==> config.mk <==
export PLATFORM = sky130hd
export DESIGN_NAME = ahb3lite_interconnect_arbiter_flat
export DESIGN_NICKNAME = d
export VERILOG_FILES = /design/src/rtl/ahb3lite_interconnect_arbiter_if.sv /design/src/rtl/ahb3lite_interconnect_arbiter.sv /design/src/flat_wrapper.sv
export SDC_FILE = /design/constraint.sdc
export NUM_CORES = 1
export LEC_CHECK = 0
export CAP_MARGIN = 10
export CELL_PAD_IN_SITES_DETAIL_PLACEMENT = 1
export CELL_PAD_IN_SITES_GLOBAL_PLACEMENT = 1
export CORE_MARGIN = 1
export CORE_UTILIZATION = 40
export DETAILED_ROUTE_END_ITERATION = 8
export PLACE_DENSITY_LB_ADDON = 0.1
export RECOVER_POWER = 100
export SETUP_SLACK_MARGIN = 0.05
export SLEW_MARGIN = 5
export SYNTH_ARGS = -nofsm -noshare
export SYNTH_HDL_FRONTEND = slang
export SYNTH_SLANG_ARGS = --single-unit
==> constraint.sdc <==
create_clock -name HCLK -period 3.6 [get_ports HCLK]
set_input_delay 0.36 -clock HCLK [delete_from_list [all_inputs] [get_ports HCLK]]
set_output_delay 0.36 -clock HCLK [all_outputs]
set_load 0.05 [all_outputs]
==> src/rtl/ahb3lite_interconnect_arbiter_if.sv <==
// rtl/ahb3lite_interconnect_arbiter_if.sv - Request/grant bundle between AHB masters and the slave-port arbiter
interface ahb3lite_interconnect_arbiter_if #(
  parameter int MASTERS = 3
);
  localparam int IDXW = $clog2(MASTERS);

  logic [MASTERS-1:0]      req;
  logic [MASTERS-1:0][2:0] mstpriority;
  logic [1:0]              HTRANS;
  logic [2:0]              HBURST;
  logic                    HMASTLOCK;
  logic                    HREADY;
  logic [MASTERS-1:0]      granted_master;
  logic [IDXW-1:0]         granted_idx;
  logic [IDXW-1:0]         granted_idx_dly;

  modport master (
    output req, mstpriority, HTRANS, HBURST, HMASTLOCK, HREADY,
    input  granted_master, granted_idx, granted_idx_dly
  );

  modport slave (
    input  req, mstpriority, HTRANS, HBURST, HMASTLOCK, HREADY,
    output granted_master, granted_idx, granted_idx_dly
  );
endinterface

==> src/rtl/ahb3lite_interconnect_arbiter.sv <==
// rtl/ahb3lite_interconnect_arbiter.sv - Priority + per-level round-robin AHB3-Lite slave-port arbiter; define AHB3LITE_ARB_AGING_EN for starvation aging
module ahb3lite_interconnect_arbiter #(
  parameter int MASTERS   = 3,
  parameter int AGE_LIMIT = 15
) (
  input logic HCLK,
  input logic HRESETn,
  ahb3lite_interconnect_arbiter_if.slave bus
);
  localparam int         IDXW      = $clog2(MASTERS);
  localparam logic [1:0] TR_IDLE   = 2'b00;
  localparam logic [1:0] TR_BUSY   = 2'b01;
  localparam logic [1:0] TR_NONSEQ = 2'b10;
  localparam logic [1:0] TR_SEQ    = 2'b11;

  if (MASTERS < 2 || MASTERS > 16 || AGE_LIMIT < 1 || AGE_LIMIT > 255) begin : g_bad_cfg
    $error("ahb3lite_interconnect_arbiter: MASTERS or AGE_LIMIT out of range");
  end

  typedef enum logic [1:0] {ST_IDLE, ST_BURST, ST_LOCKED} state_t;

  state_t             state;
  logic [3:0]         beat_cnt;
  logic [MASTERS-1:0] grant_q;
  logic [IDXW-1:0]    idx_q;
  logic [IDXW-1:0]    idx_dly_q;
  logic [IDXW-1:0]    level_ptr [8];

  logic [2:0]         top_lvl;
  logic [MASTERS-1:0] cand;
  logic [IDXW-1:0]    rr_ptr;
  logic [IDXW-1:0]    winner;
  logic               found;
  int                 sel_idx;
  logic [3:0]         burst_len;
  logic               lock_req;
  logic               fixed_burst;
  logic               switch_ok;
  logic               do_switch;

`ifdef AHB3LITE_ARB_AGING_EN
  localparam logic [7:0] AGE_MAX = 8'(AGE_LIMIT);
  logic [7:0]         age [MASTERS];
  logic [MASTERS-1:0] aged;
  logic [IDXW-1:0]    aged_ptr;

  always_comb begin
    aged = '0;
    for (int m = 0; m < MASTERS; m++)
      aged[m] = bus.req[m] && (age[m] >= AGE_MAX);
  end

  // Age restarts whenever the master is served or withdraws its request.
  always_ff @(posedge HCLK or negedge HRESETn) begin
    if (!HRESETn) begin
      for (int m = 0; m < MASTERS; m++) age[m] <= '0;
    end else if (bus.HREADY) begin
      for (int m = 0; m < MASTERS; m++) begin
        if (!bus.req[m] || grant_q[m]) age[m] <= '0;
        else if (age[m] < AGE_MAX)     age[m] <= age[m] + 8'd1;
      end
    end
  end
`endif

  always_comb begin
    top_lvl = '0;
    for (int l = 0; l < 8; l++)
      for (int m = 0; m < MASTERS; m++)
        if (bus.req[m] && bus.mstpriority[m] == 3'(l)) top_lvl = 3'(l);
    cand = '0;
    for (int m = 0; m < MASTERS; m++)
      cand[m] = bus.req[m] && (bus.mstpriority[m] == top_lvl);
    rr_ptr = level_ptr[top_lvl];
`ifdef AHB3LITE_ARB_AGING_EN
    if (|aged) begin
      cand   = aged;
      rr_ptr = aged_ptr;
    end
`endif
    // First candidate strictly after the pointer, wrapping; the pointer itself is checked last.
    winner  = rr_ptr;
    found   = 1'b0;
    sel_idx = 0;
    for (int off = 1; off <= MASTERS; off++) begin
      sel_idx = int'(rr_ptr) + off;
      if (sel_idx >= MASTERS) sel_idx = sel_idx - MASTERS;
      if (!found && cand[sel_idx]) begin
        winner = IDXW'(sel_idx);
        found  = 1'b1;
      end
    end
  end

  always_comb begin
    case (bus.HBURST)
      3'd2, 3'd3: burst_len = 4'd3;
      3'd4, 3'd5: burst_len = 4'd7;
      3'd6, 3'd7: burst_len = 4'd15;
      default:    burst_len = 4'd0;
    endcase
    lock_req    = bus.HMASTLOCK && (bus.HTRANS != TR_IDLE);
    fixed_burst = (bus.HTRANS == TR_NONSEQ) && (burst_len != 4'd0);
    case (state)
      ST_IDLE:  switch_ok = !lock_req && !fixed_burst &&
                            (bus.HTRANS == TR_IDLE || bus.HTRANS == TR_NONSEQ);
      ST_BURST: switch_ok = !lock_req &&
                            ((bus.HTRANS == TR_SEQ && beat_cnt <= 4'd1) ||
                             bus.HTRANS == TR_IDLE || bus.HTRANS == TR_NONSEQ);
      default:  switch_ok = 1'b0;
    endcase
    do_switch = bus.HREADY && switch_ok && (|bus.req);
  end

  always_ff @(posedge HCLK or negedge HRESETn) begin
    if (!HRESETn) begin
      state     <= ST_IDLE;
      beat_cnt  <= '0;
      grant_q   <= MASTERS'(1);
      idx_q     <= '0;
      idx_dly_q <= '0;
      for (int l = 0; l < 8; l++) level_ptr[l] <= '0;
`ifdef AHB3LITE_ARB_AGING_EN
      aged_ptr  <= '0;
`endif
    end else if (bus.HREADY) begin
      idx_dly_q <= idx_q;
      case (state)
        ST_IDLE: begin
          if (lock_req) state <= ST_LOCKED;
          else if (fixed_burst) begin
            state    <= ST_BURST;
            beat_cnt <= burst_len;
          end
        end
        ST_BURST: begin
          if (lock_req) begin
            state    <= ST_LOCKED;
            beat_cnt <= '0;
          end else if (bus.HTRANS == TR_SEQ) begin
            if (beat_cnt <= 4'd1) begin
              state    <= ST_IDLE;
              beat_cnt <= '0;
            end else begin
              beat_cnt <= beat_cnt - 4'd1;
            end
          end else if (bus.HTRANS != TR_BUSY) begin
            state    <= ST_IDLE;
            beat_cnt <= '0;
          end
        end
        ST_LOCKED: begin
          if (!bus.HMASTLOCK && bus.HTRANS == TR_IDLE) state <= ST_IDLE;
        end
        default: state <= ST_IDLE;
      endcase
      if (do_switch) begin
        grant_q <= MASTERS'(1) << winner;
        idx_q   <= winner;
`ifdef AHB3LITE_ARB_AGING_EN
        if (|aged) aged_ptr <= winner;
        else       level_ptr[top_lvl] <= winner;
`else
        level_ptr[top_lvl] <= winner;
`endif
      end
    end
  end

  assign bus.granted_master  = grant_q;
  assign bus.granted_idx     = idx_q;
  assign bus.granted_idx_dly = idx_dly_q;
endmodule

==> src/flat_wrapper.sv <==
// flat-port wrapper written by rule: the top's interface ports become plain ports
module ahb3lite_interconnect_arbiter_flat 
#(
  parameter int MASTERS   = 3,
  parameter int AGE_LIMIT = 15
)
  (HCLK, HRESETn, bus_req, bus_mstpriority, bus_HTRANS, bus_HBURST, bus_HMASTLOCK, bus_HREADY, bus_granted_master, bus_granted_idx, bus_granted_idx_dly);
  ahb3lite_interconnect_arbiter_if #(.MASTERS(MASTERS)) bus_i ();
  input logic HCLK;
  input logic HRESETn;
  input wire logic [$bits(bus_i.req)-1:0] bus_req;
  input wire logic [$bits(bus_i.mstpriority)-1:0] bus_mstpriority;
  input wire logic [$bits(bus_i.HTRANS)-1:0] bus_HTRANS;
  input wire logic [$bits(bus_i.HBURST)-1:0] bus_HBURST;
  input wire logic [$bits(bus_i.HMASTLOCK)-1:0] bus_HMASTLOCK;
  input wire logic [$bits(bus_i.HREADY)-1:0] bus_HREADY;
  output wire logic [$bits(bus_i.granted_master)-1:0] bus_granted_master;
  output wire logic [$bits(bus_i.granted_idx)-1:0] bus_granted_idx;
  output wire logic [$bits(bus_i.granted_idx_dly)-1:0] bus_granted_idx_dly;
  assign bus_i.req = bus_req;
  assign bus_i.mstpriority = bus_mstpriority;
  assign bus_i.HTRANS = bus_HTRANS;
  assign bus_i.HBURST = bus_HBURST;
  assign bus_i.HMASTLOCK = bus_HMASTLOCK;
  assign bus_i.HREADY = bus_HREADY;
  assign bus_granted_master = bus_i.granted_master;
  assign bus_granted_idx = bus_i.granted_idx;
  assign bus_granted_idx_dly = bus_i.granted_idx_dly;
  ahb3lite_interconnect_arbiter #(.MASTERS(MASTERS), .AGE_LIMIT(AGE_LIMIT)) u_core (.HCLK(HCLK), .HRESETn(HRESETn), .bus(bus_i));
endmodule
==> impl_metrics.ini, run 1 <==
[hold_path]
hp-class = reg -> reg

[run_status]
violations = max-capacitance violations, max-slew violations, negative setup slack
status = finished, violations left

[floorplan]
initial_core_util = 0.427
row_count = 26
fp.coreArea_um2 = 5270
fp.dieArea_um2 = 5930
io_pins = 28
die_h_um = 77.0
die_width_um = 77.0

[place]
portBuffers = 26
hpwlAfterDp_mm = 5.32
place.gp.congestion = 0.828

[timing]
fin_hold_ws_ns = 0.497
period_minus_slack_ns = 3.71
setup_viol = 11
max_slew.worst_pin.slew_ns = 1.60
timing.setup.tns_ns = -0.959
max_freq_mhz = 270
setup_slack_ns = -0.109
slew_headroom = -0.0640
period_share = 1.03
clock_skew_ns = 0.00894
slew_viol_final = 30
hold_violations = 0
rsz0062_at_grt = yes

[clock_network]
root_buffer = clkbuf_8
cts_tree = done
clkTransAtPathRegs_ns = 0.06
cts.sinks = 29
max-clock-path-buffers = 2
clock_latency_ns = 0.28
cts_max_level = 2
cts_made_buffers = 5

[synth]
synthMostInstantiatedCell = dfrtp_1
yosysSeqAreaShare = 0.323
synth_largest_type_area_fraction = 0.312
synthTopCellsByCount = dfrtp_1 (28), nand2_1 (18), nor2_1 (18), o21ai_0 (18), mux2_2 (14)
async_flop_share = 1.00
synth_area_um2 = 2250
synth_area_leaders = dfrtp_1 (31%), mux2_2 (7.0%), mux2_4 (6.0%), o21ai_0 (4.0%), nand2_1 (3.0%)
synthDistinctLibCells = 59
synth_ff_type = dfrtp_1
avgSynthCellArea_um2 = 9.07
ys_warn_count = 0
synth_seq_cells = 29
synthCells = 248
synth_edf_count = 0
synth_fp_nets = 273
synth_largest_area_cell = dfrtp_1

[global_route]
grt_usage = 0.267
antenna_found_initial = 0
grt_pass1_wl_mm = 12.5
grt_pass1_vias = 2492
grt_overflow = 0
grt_max_degree = 30

[drt]
drt_iter0_drc = 124
first_pass_iters = 4
drc = 0
vias = 2338
wl_per_cell_um = 19.2
routed_wirelength_mm = 7.80
avgViaCountPerCell = 5.76
antenna_left = 0

[critical_path]
worstPathCellList = buf_2 > buf_4 > nand2_2 > o221ai_1 > a211o_1 > or2_4 > buf_6 > nand2_4 > mux2_4 > buf_6 > ha_4 > buf_4 > o311ai_4 > o211ai_1 > a221o_1 > a2bb2oi_4 > buf_12 > mux2_4
r2r_end = u_core.level_ptr[1]
worstSetupPathType = in -> reg
cp.arrival_ns = 3.87
critPathBufInv = 6
critPathLaunchType = input port
critPathLaunch = bus_mstpriority[5]
rr_startpoint = u_core.level_ptr[10]
crit_end = u_core.level_ptr[1]
cpPeakStageDelay_ns = 0.36
cp.required_ns = 3.77
endpoint_kind = register
rr_worst_depth = 13
r2r_setup_slack_ns = 0.40
critical_path.max_fanout = 6
slowest_stage = a211o_1
path_delay_family = compound AO/OA/AOI/OAI gates
cp.depth = 18

[power]
p_per_area_nw_per_um2 = 628
p_leak_nw = 1.48
vdd_ir_drop_max_v = 0.000502

[final_layout]
fin_nets = 360
drive_above_1_share = 0.405
areaGrowthSynthToFinish_pct = 48.1
diodes = 0
fillers = 613

[run]
drv_cap = 1
[power by group]
group          switching [W]  leakage (nW)  internal, W
sequential         0.0000947         0.376     0.000466
combinational       0.000630          1.06     0.000631
clock               0.000116        0.0455     0.000155
total               0.000841          1.48      0.00125
[layout by cell type, fill, tap and decap left out, types with 3 or more instances in the layout]
master / n
dlygate4sd3_1: 10
nand3_1: 12
clkbuf_8: 6
buf_4: 55
a21oi_1: 7
dfrtp_1: 28
buf_2: 8
clkdlybuf4s50_1: 4
nand3b_1: 5
clkbuf_1: 4
a31oi_1: 3
and3_1: 3
a22o_1: 3
buf_6: 8
mux2_4: 15
buf_12: 3
inv_1: 8
o31ai_1: 3
a21o_1: 3
o211ai_1: 7
nand4_1: 5
nor3_1: 7
o21ai_0: 16
o22ai_1: 4
nand2_1: 15
nor2_1: 17
nand2b_1: 8
nand4b_1: 4
nand2_2: 3
mux2_2: 8
[cell families after synthesis]
family                     synth area share
adders and majority gates            0.0223
DFF                                   0.323
and+or+nand+nor                       0.250
AOI/OAI and AO/OA                     0.222
muxes                                 0.130
xor gates and xnor gates            0.00390
buffers and inverters                0.0479
[registers in the layout, summed over array words and instances (netlist names)]
signal	flops
u_core.bus.granted_idx	2
u_core.bus.granted_idx_dly	2
u_core.bus.granted_master	3
u_core.level_ptr	16
u_core.beat_cnt	4
u_core.state	2
[worst reg2reg max path, stage by stage, from the launching register on]
cell       delay [ns]
dfrtp_1          0.37
mux2_2           0.27
o22ai_1          0.16
nor2_1           0.11
mux2_4           0.30
buf_6            0.13
ha_4             0.15
buf_4            0.15
o311ai_4         0.29
o211ai_1         0.20
a221o_1          0.35
a2bb2oi_4        0.19
buf_12           0.17
mux2_4           0.26
[how the worst min path moves through the flow]
stage,startpoint,end,slack (ns),cells after the start
final,u_core.bus.granted_master[0],u_core.bus.granted_master[0],0.50,2
after global routing,u_core.level_ptr[3],u_core.level_ptr[3],0.52,1
after CTS,HRESETn,u_core.beat_cnt[2],0.47,2
after detailed placement,u_core.bus.granted_master[0],u_core.bus.granted_master[0],0.47,2
after global placement,u_core.bus.granted_master[0],u_core.bus.granted_master[0],0.46,2
after floorplan,HRESETn,u_core.beat_cnt[0],0.06,0
[stage by stage]
step           std cells  instance area (um2)   util  setup slack [ns]  power, W
6_report             406                 3330  0.632            -0.109   0.00209
5_1_grt              406                 3330  0.632            -0.253   0.00222
4_1_cts              403                 3240  0.615            -0.122   0.00204
3_5_place_dp         387                 3000  0.569            -0.874   0.00163
3_3_place_gp         387                 3000  0.569            -0.728   0.00160
2_1_floorplan        248                 2290      -            -0.137   0.00122
[area by class of cell]
cell class	count	area [um2]	area share
sequential	29	727	0.218
tap	70	87.6	0.0263
multi-input combinational	197	1600	0.479
clock buffer	8	90.1	0.0270
timing repair buffer	92	793	0.238
inverter	10	37.5	0.0113
[what timing repair did]
item / 4_1_cts / 5_1_grt
hold buffers: 0 / 0
gates cloned: 1 / 0
buffers inserted: 8 / 4
pin swaps: 19 / 13
endpoints found under the setup margin: 21 / 21
resized for setup: 79 / 19
[routing by layer]
| layer | part of all wire | GRT usage | up-vias |
|---|---|---|---|
| met5 | 0 | 0 | - |
| met4 | 0.018 | 0.0698 | 0 |
| met3 | 0.033 | 0.0274 | 14 |
| met2 | 0.49 | 0.469 | 49 |
| met1 | 0.46 | 0.347 | 1164 |
| li1 | - | - | 1111 |
No activity file was read; power rests on OpenSTA's default activity.
==> run 2, diff against run 1 <==
Settings changed: CORE_MARGIN 1 to 10, CORE_UTILIZATION 40 to 43.
==> run 2 against run 1 <==
Compared with the run above: the flow still finishes with violations (max-capacitance violations, max-slew violations, negative setup slack); die area rose by 44%; core utilization rose by 1.8 points; total power fell by 4.8%; clock power fell by 7%; sequential share of layout area rose by 0.20 points; critical endpoint is now u_core.level_ptr[15]; largest cell class unchanged; design area fell by 0.90%; global-route usage fell by 8.6 points; combinational power fell by 6%; critical path type unchanged.
==> impl_metrics.ini, run 2 (synthesis results as in run 1) <==
[final_layout]
top_register = u_core.level_ptr
largest_register_ffs = 16
diodes = 0
postLayoutCellArea_um2 = 3300
drive_above_1_share = 0.422
fin_nets = 365
areaGrowthSynthToFinish_pct = 46.8
layout_commonest_cell = buf_4
final_cell_mix = buf_4 (67), dfrtp_1 (28), nor2_1 (17)
fillers = 578

[place]
portBuffers = 26
place.gp.congestion = 0.887
place_area_um2 = 3000
hpwlAfterDp_mm = 5.61

[drt]
routed-wl-met3_um = 305
routed_wirelength_mm = 7.80
vias = 2348
met1_length_mm = 3.26
first_pass_iters = 4
drc = 0
drt_iter0_drc = 74
antenna_left = 0
wl_per_cell_um = 19.0
wl_met2_mm = 4.07
avgViaCountPerCell = 5.71
top_layer = met4

[clock_network]
cts_made_buffers = 5
clkTransAtPathRegs_ns = 0.07
cts_tree = done
cts.sinks = 29
cts_hold_buf = 0
clock_latency_ns = 0.27
cts_max_level = 2
max-clock-path-buffers = 2
root_buffer = clkbuf_8

[timing]
clock_skew_ns = 0.00801
period_minus_slack_ns = 3.79
max_freq_mhz = 264
setup_slack_ns = -0.185
fin_hold_ws_ns = 0.492
max_slew.worst_pin.slew_ns = 1.57
period_share = 1.05
hold_violations = 0
slew_headroom = -0.0471
slew_viol_final = 30
rsz0062_at_grt = yes
setup_viol = 10

[run]
drv_cap = 1

[power]
p_total_w = 0.00199
p_leak_nw = 1.49
p_per_area_nw_per_um2 = 604
vdd_ir_drop_max_v = 0.000530

[critical_path]
cp.required_ns = 3.76
worstSetupPathType = in -> reg
critical_path.max_fanout = 6
critPathLaunchType = input port
endpoint_kind = register
cp.arrival_ns = 3.95

[global_route]
grt_max_degree = 30
antenna_found_initial = 0
grt_pass1_vias = 2580
grt_overflow = 0
grt_usage = 0.180
grt_pass1_wl_mm = 12.8

[floorplan]
die_width_um = 92.3
fp.coreArea_um2 = 5070
fp.dieArea_um2 = 8520
die_h_um = 92.3
initial_core_util = 0.443
io_pins = 28
row_count = 26

[run_status]
violations = max-capacitance violations, max-slew violations, negative setup slack
status = finished, violations left

[hold_path]
hp-class = reg -> reg
run 2: cell count changes in the layout (fill, tap and decap cells not counted), moves of 3 or more:
cell	before	now
buf_4	55	67
mux2_2	8	14
mux2_4	15	9
buf_6	8	3
buf_2	8	5
run 2: worst paths after layout:
check	startpoint	endpoint	slack, ns	cells past startpoint
max in group asynchronous	HRESETn	u_core.level_ptr[6]	1.67	2
hold / removal	u_core.bus.granted_master[0]	u_core.bus.granted_master[0]	0.49	2
hold reg to reg	u_core.bus.granted_master[0]	u_core.bus.granted_master[0]	0.49	2
setup reg to reg	u_core.level_ptr[10]	u_core.level_ptr[15]	0.39	14
setup / recovery	bus_mstpriority[7]	u_core.level_ptr[15]	-0.19	20
min in group asynchronous	HRESETn	u_core.beat_cnt[0]	1.02	2
run 2: final cells by class:
cell class | instances | area [um2] | area share
multi-input cells | 197 | 1560 | 0.473
repair buffers | 97 | 806 | 0.244
flip-flops and latches | 29 | 727 | 0.220
well taps | 70 | 87.6 | 0.0265
clock buffers | 6 | 72.6 | 0.0220
inverters | 10 | 37.5 | 0.0114
clock inverters | 2 | 10.0 | 0.00303
run 2: repair_timing:
action,4_1_cts,5_1_grt
pin swaps,23,13
setup endpoints to repair,21,21
resized for setup,77,12
cloned,1,0
setup buffers,10,2
run 2: power by group:
group / switching [W] / internal [W] / total [W] / leakage [nW]
Combinational: 0.000597 / 0.000581 / 0.00118 / 1.06
Clock: 0.000119 / 0.000134 / 0.000252 / 0.0450
Sequential: 0.0000964 / 0.000466 / 0.000562 / 0.376
run 2: worst max-delay path, stage by stage:
cell and delay (ns):
buf_4 0.13, nand4b_1 0.24, buf_4 0.18, buf_4 0.12, nand3_1 0.12, a211oi_4 0.08
or2_4 0.27, buf_4 0.14, nand2_2 0.08, mux2_4 0.32, buf_6 0.13, ha_4 0.16
buf_4 0.14, o311ai_1 0.27, o211ai_1 0.13, buf_4 0.16, a221o_1 0.31, a2bb2oi_4 0.19
buf_12 0.16, mux2_2 0.26
run 2: stage by stage:
stage	utilization	setup slack, ns	cells	setup TNS (ns)
2_1_floorplan	-	-0.137	248	-1.19
3_3_place_gp	0.591	-0.716	390	-13.80
3_5_place_dp	0.591	-0.891	390	-17.92
4_1_cts	0.639	-0.210	409	-1.96
5_1_grt	0.650	-0.333	411	-4.41
6_report	0.650	-0.185	411	-1.67
run 2: metal layers:
| metal | vias to the layer above | global-route usage |
|---|---|---|
| met5 | - | 0 |
| met4 | 0 | 0.0553 |
| met3 | 18 | 0.0282 |
| met2 | 46 | 0.323 |
| met1 | 1157 | 0.216 |
| li1 | 1127 | - |
==> run 3, diff against run 2 <==
--- a/config.mk
+++ b/config.mk
@@ -9,4 +9,5 @@
 export CELL_PAD_IN_SITES_DETAIL_PLACEMENT = 1
 export CELL_PAD_IN_SITES_GLOBAL_PLACEMENT = 1
+export CORE_ASPECT_RATIO = 0.7
 export CORE_MARGIN = 10
 export CORE_UTILIZATION = 43
==> constraint.sdc (replaced) <==
create_clock -name HCLK -period 3.6 [get_ports HCLK]
set_input_delay 0.9 -clock HCLK [delete_from_list [all_inputs] [get_ports HCLK]]
set_output_delay 0.9 -clock HCLK [all_outputs]
set_load 0.05 [all_outputs]
==> run 3 against run 2 <==
Compared with the run above: the flow finishes with violations (design-rule violations, max-capacitance violations, max-slew violations, negative setup slack); critical path depth increased by 3; design area up 8.3%; clock skew increased by 0.00083 ns; non-clock buffer count up 14; global-route usage is 9.2 points higher; register-to-register slack got worse by 0.52 ns; cell count rose by 3.4%; largest power group unchanged; highest routed layer is now met5.
==> impl_metrics.ini, run 3 (synthesis results as in run 1) <==
[clock_network]
clock_latency_ns = 0.31
cts_made_buffers = 5
max-clock-path-buffers = 2
cts.sinks = 29
clkTransAtPathRegs_ns = 0.09
root_buffer = clkbuf_8
cts_tree = done
cts_max_level = 2

[place]
place.gp.congestion = 0.877
portBuffers = 26
hpwlAfterDp_mm = 6.29
place_ws_ns = -1.51

[power]
sequentialPowerShare = 0.238
comb_power_share = 0.609
clock_power_share = 0.153
sw_frac_of_total = 0.482
power.internal_w = 0.00138
p_per_area_nw_per_um2 = 744
netSwitchingPower_w = 0.00128
p_leak_nw = 1.60
vdd_ir_drop_max_v = 0.000636

[timing]
period_minus_slack_ns = 5.03
clock_skew_ns = 0.00884
max_slew.worst_pin.slew_ns = 1.72
slew_viol_final = 30
period_share = 1.40
timing.setup.tns_ns = -25.40
hold_violations = 0
slew_headroom = -0.149
setup_slack_ns = -1.43
fin_hold_ws_ns = 0.546
rsz0062_at_grt = yes
setup_viol = 21
max_freq_mhz = 199

[global_route]
grt_usage = 0.272
grt_max_degree = 30
grt_pass1_wl_mm = 18.0
grt_overflow = 0
antenna_found_initial = 1
grt_pass1_vias = 2960

[final_layout]
drive_above_1_share = 0.462
top_register = u_core.level_ptr
layout_commonest_cell = buf_4
areaGrowthSynthToFinish_pct = 59.0
final_cell_mix = buf_4 (69), dfrtp_1 (28), mux2_4 (19)
largest_register_ffs = 16
fin_nets = 379

[run]
drv_cap = 1

[floorplan]
io_pins = 28
fp.dieArea_um2 = 8570
initial_core_util = 0.458
die_h_um = 80.5
fp.coreArea_um2 = 4910
die_width_um = 106
row_count = 21

[drt]
antenna_left = 0
vias = 3320
drt_iter0_drc = 493
routed_wirelength_mm = 17.2
avgViaCountPerCell = 7.81
wl_per_cell_um = 40.5
first_pass_iters = 9
drc = 56

[hold_path]
hp-class = reg -> reg

[critical_path]
critical_path.max_fanout = 5
endpoint_kind = register
worstSetupPathType = in -> reg
cp.arrival_ns = 5.22
cp.required_ns = 3.79
critPathLaunchType = input port

[run_status]
status = finished, violations left
violations = design-rule violations, max-capacitance violations, max-slew violations, negative setup slack
## run 3: changes by cell type in the layout (fill, tap and decap cells not counted), sizes merged
cell / before / now
clkinv: 2 / 0
dlygate4sd3: 10 / 11
diode: 0 / 1
buf: 79 / 93
bufinv: 0 / 1
clkinvlp: 0 / 1
clkdlybuf4s50: 4 / 3
## run 3: worst max-delay path, cell delays in order
cell and delay [ns]:
buf_6 0.11, nand3b_1 0.27, buf_4 0.21, o221a_1 0.22, a211oi_2 0.26, buf_4 0.17
buf_6 0.10, nor2_4 0.04, o21ai_1 0.23, a21oi_1 0.15, o21ai_4 0.24, ha_4 0.21
nand2_2 0.08, o21ai_2 0.09, a211oi_4 0.09, o311ai_4 0.32, o211ai_1 0.21, buf_4 0.20
buf_6 0.11, buf_4 0.13, o21ai_0 0.46, nand2_1 0.14, o211a_1 0.26
## run 3: worst paths after layout
check / from / end / slack [ns] / cells past startpoint
min in group asynchronous: HRESETn / u_core.level_ptr[10] / 1.67 / 2
worst min register to register: u_core.level_ptr[15] / u_core.level_ptr[15] / 0.55 / 1
max in group asynchronous: HRESETn / u_core.level_ptr[7] / 0.93 / 2
worst max-delay path: bus_mstpriority[2] / u_core.bus.granted_master[1] / -1.43 / 23
worst max register to register: u_core.level_ptr[10] / u_core.bus.granted_master[1] / -0.13 / 17
worst min-delay path: u_core.level_ptr[15] / u_core.level_ptr[15] / 0.55 / 1
## run 3: cell type report
type / count / area (um2)
Inverter: 10 / 37.5
Clock inverter: 2 / 37.5
Antenna cell: 1 / 2.50
Timing Repair Buffer: 111 / 910
Sequential cell: 29 / 727
Fill cell: 506 / 1340
Tap cell: 69 / 86.3
Multi-Input combinational cell: 197 / 1690
Clock buffer: 6 / 82.6
## run 3: stage by stage
stage	total power, W	utilization	std cells	area [um2]
final	0.00266	0.728	425	3580
after global routing	0.00266	0.728	425	3580
after global placement	0.00156	0.616	393	3030
after floorplan	0.00122	-	248	2290
after detailed placement	0.00162	0.616	393	3030
after CTS	0.00218	0.694	419	3410
## run 3: power groups by stage
stage	clock network (W)	logic (W)	registers (W)
2_1_floorplan	0	0.000546	0.000673
3_3_place_gp	0	0.00101	0.000556
3_5_place_dp	0	0.00105	0.000567
4_1_cts	0.000366	0.00125	0.000570
5_1_grt	0.000403	0.00163	0.000628
6_report	0.000407	0.00162	0.000633
## run 3: repair_timing
item / 4_1_cts / 5_1_grt
gates cloned: 1 / 0
buffers inserted: 17 / 7
pin swaps: 24 / 18
setup endpoints to repair: 21 / 21
hold endpoints to repair: 0 / 0
hold buffers: 0 / 0
gates resized for setup: 93 / 25
## run 3: routing by layer
| metal | routed length, um | vias to the layer above | GRT usage |
|---|---|---|---|
| met5 | 61 | - | 0 |
| met4 | 1860 | 2 | 0.116 |
| met3 | 2510 | 199 | 0.0678 |
| met2 | 6960 | 431 | 0.462 |
| met1 | 5810 | 1536 | 0.323 |
| li1 | - | 1152 | - |
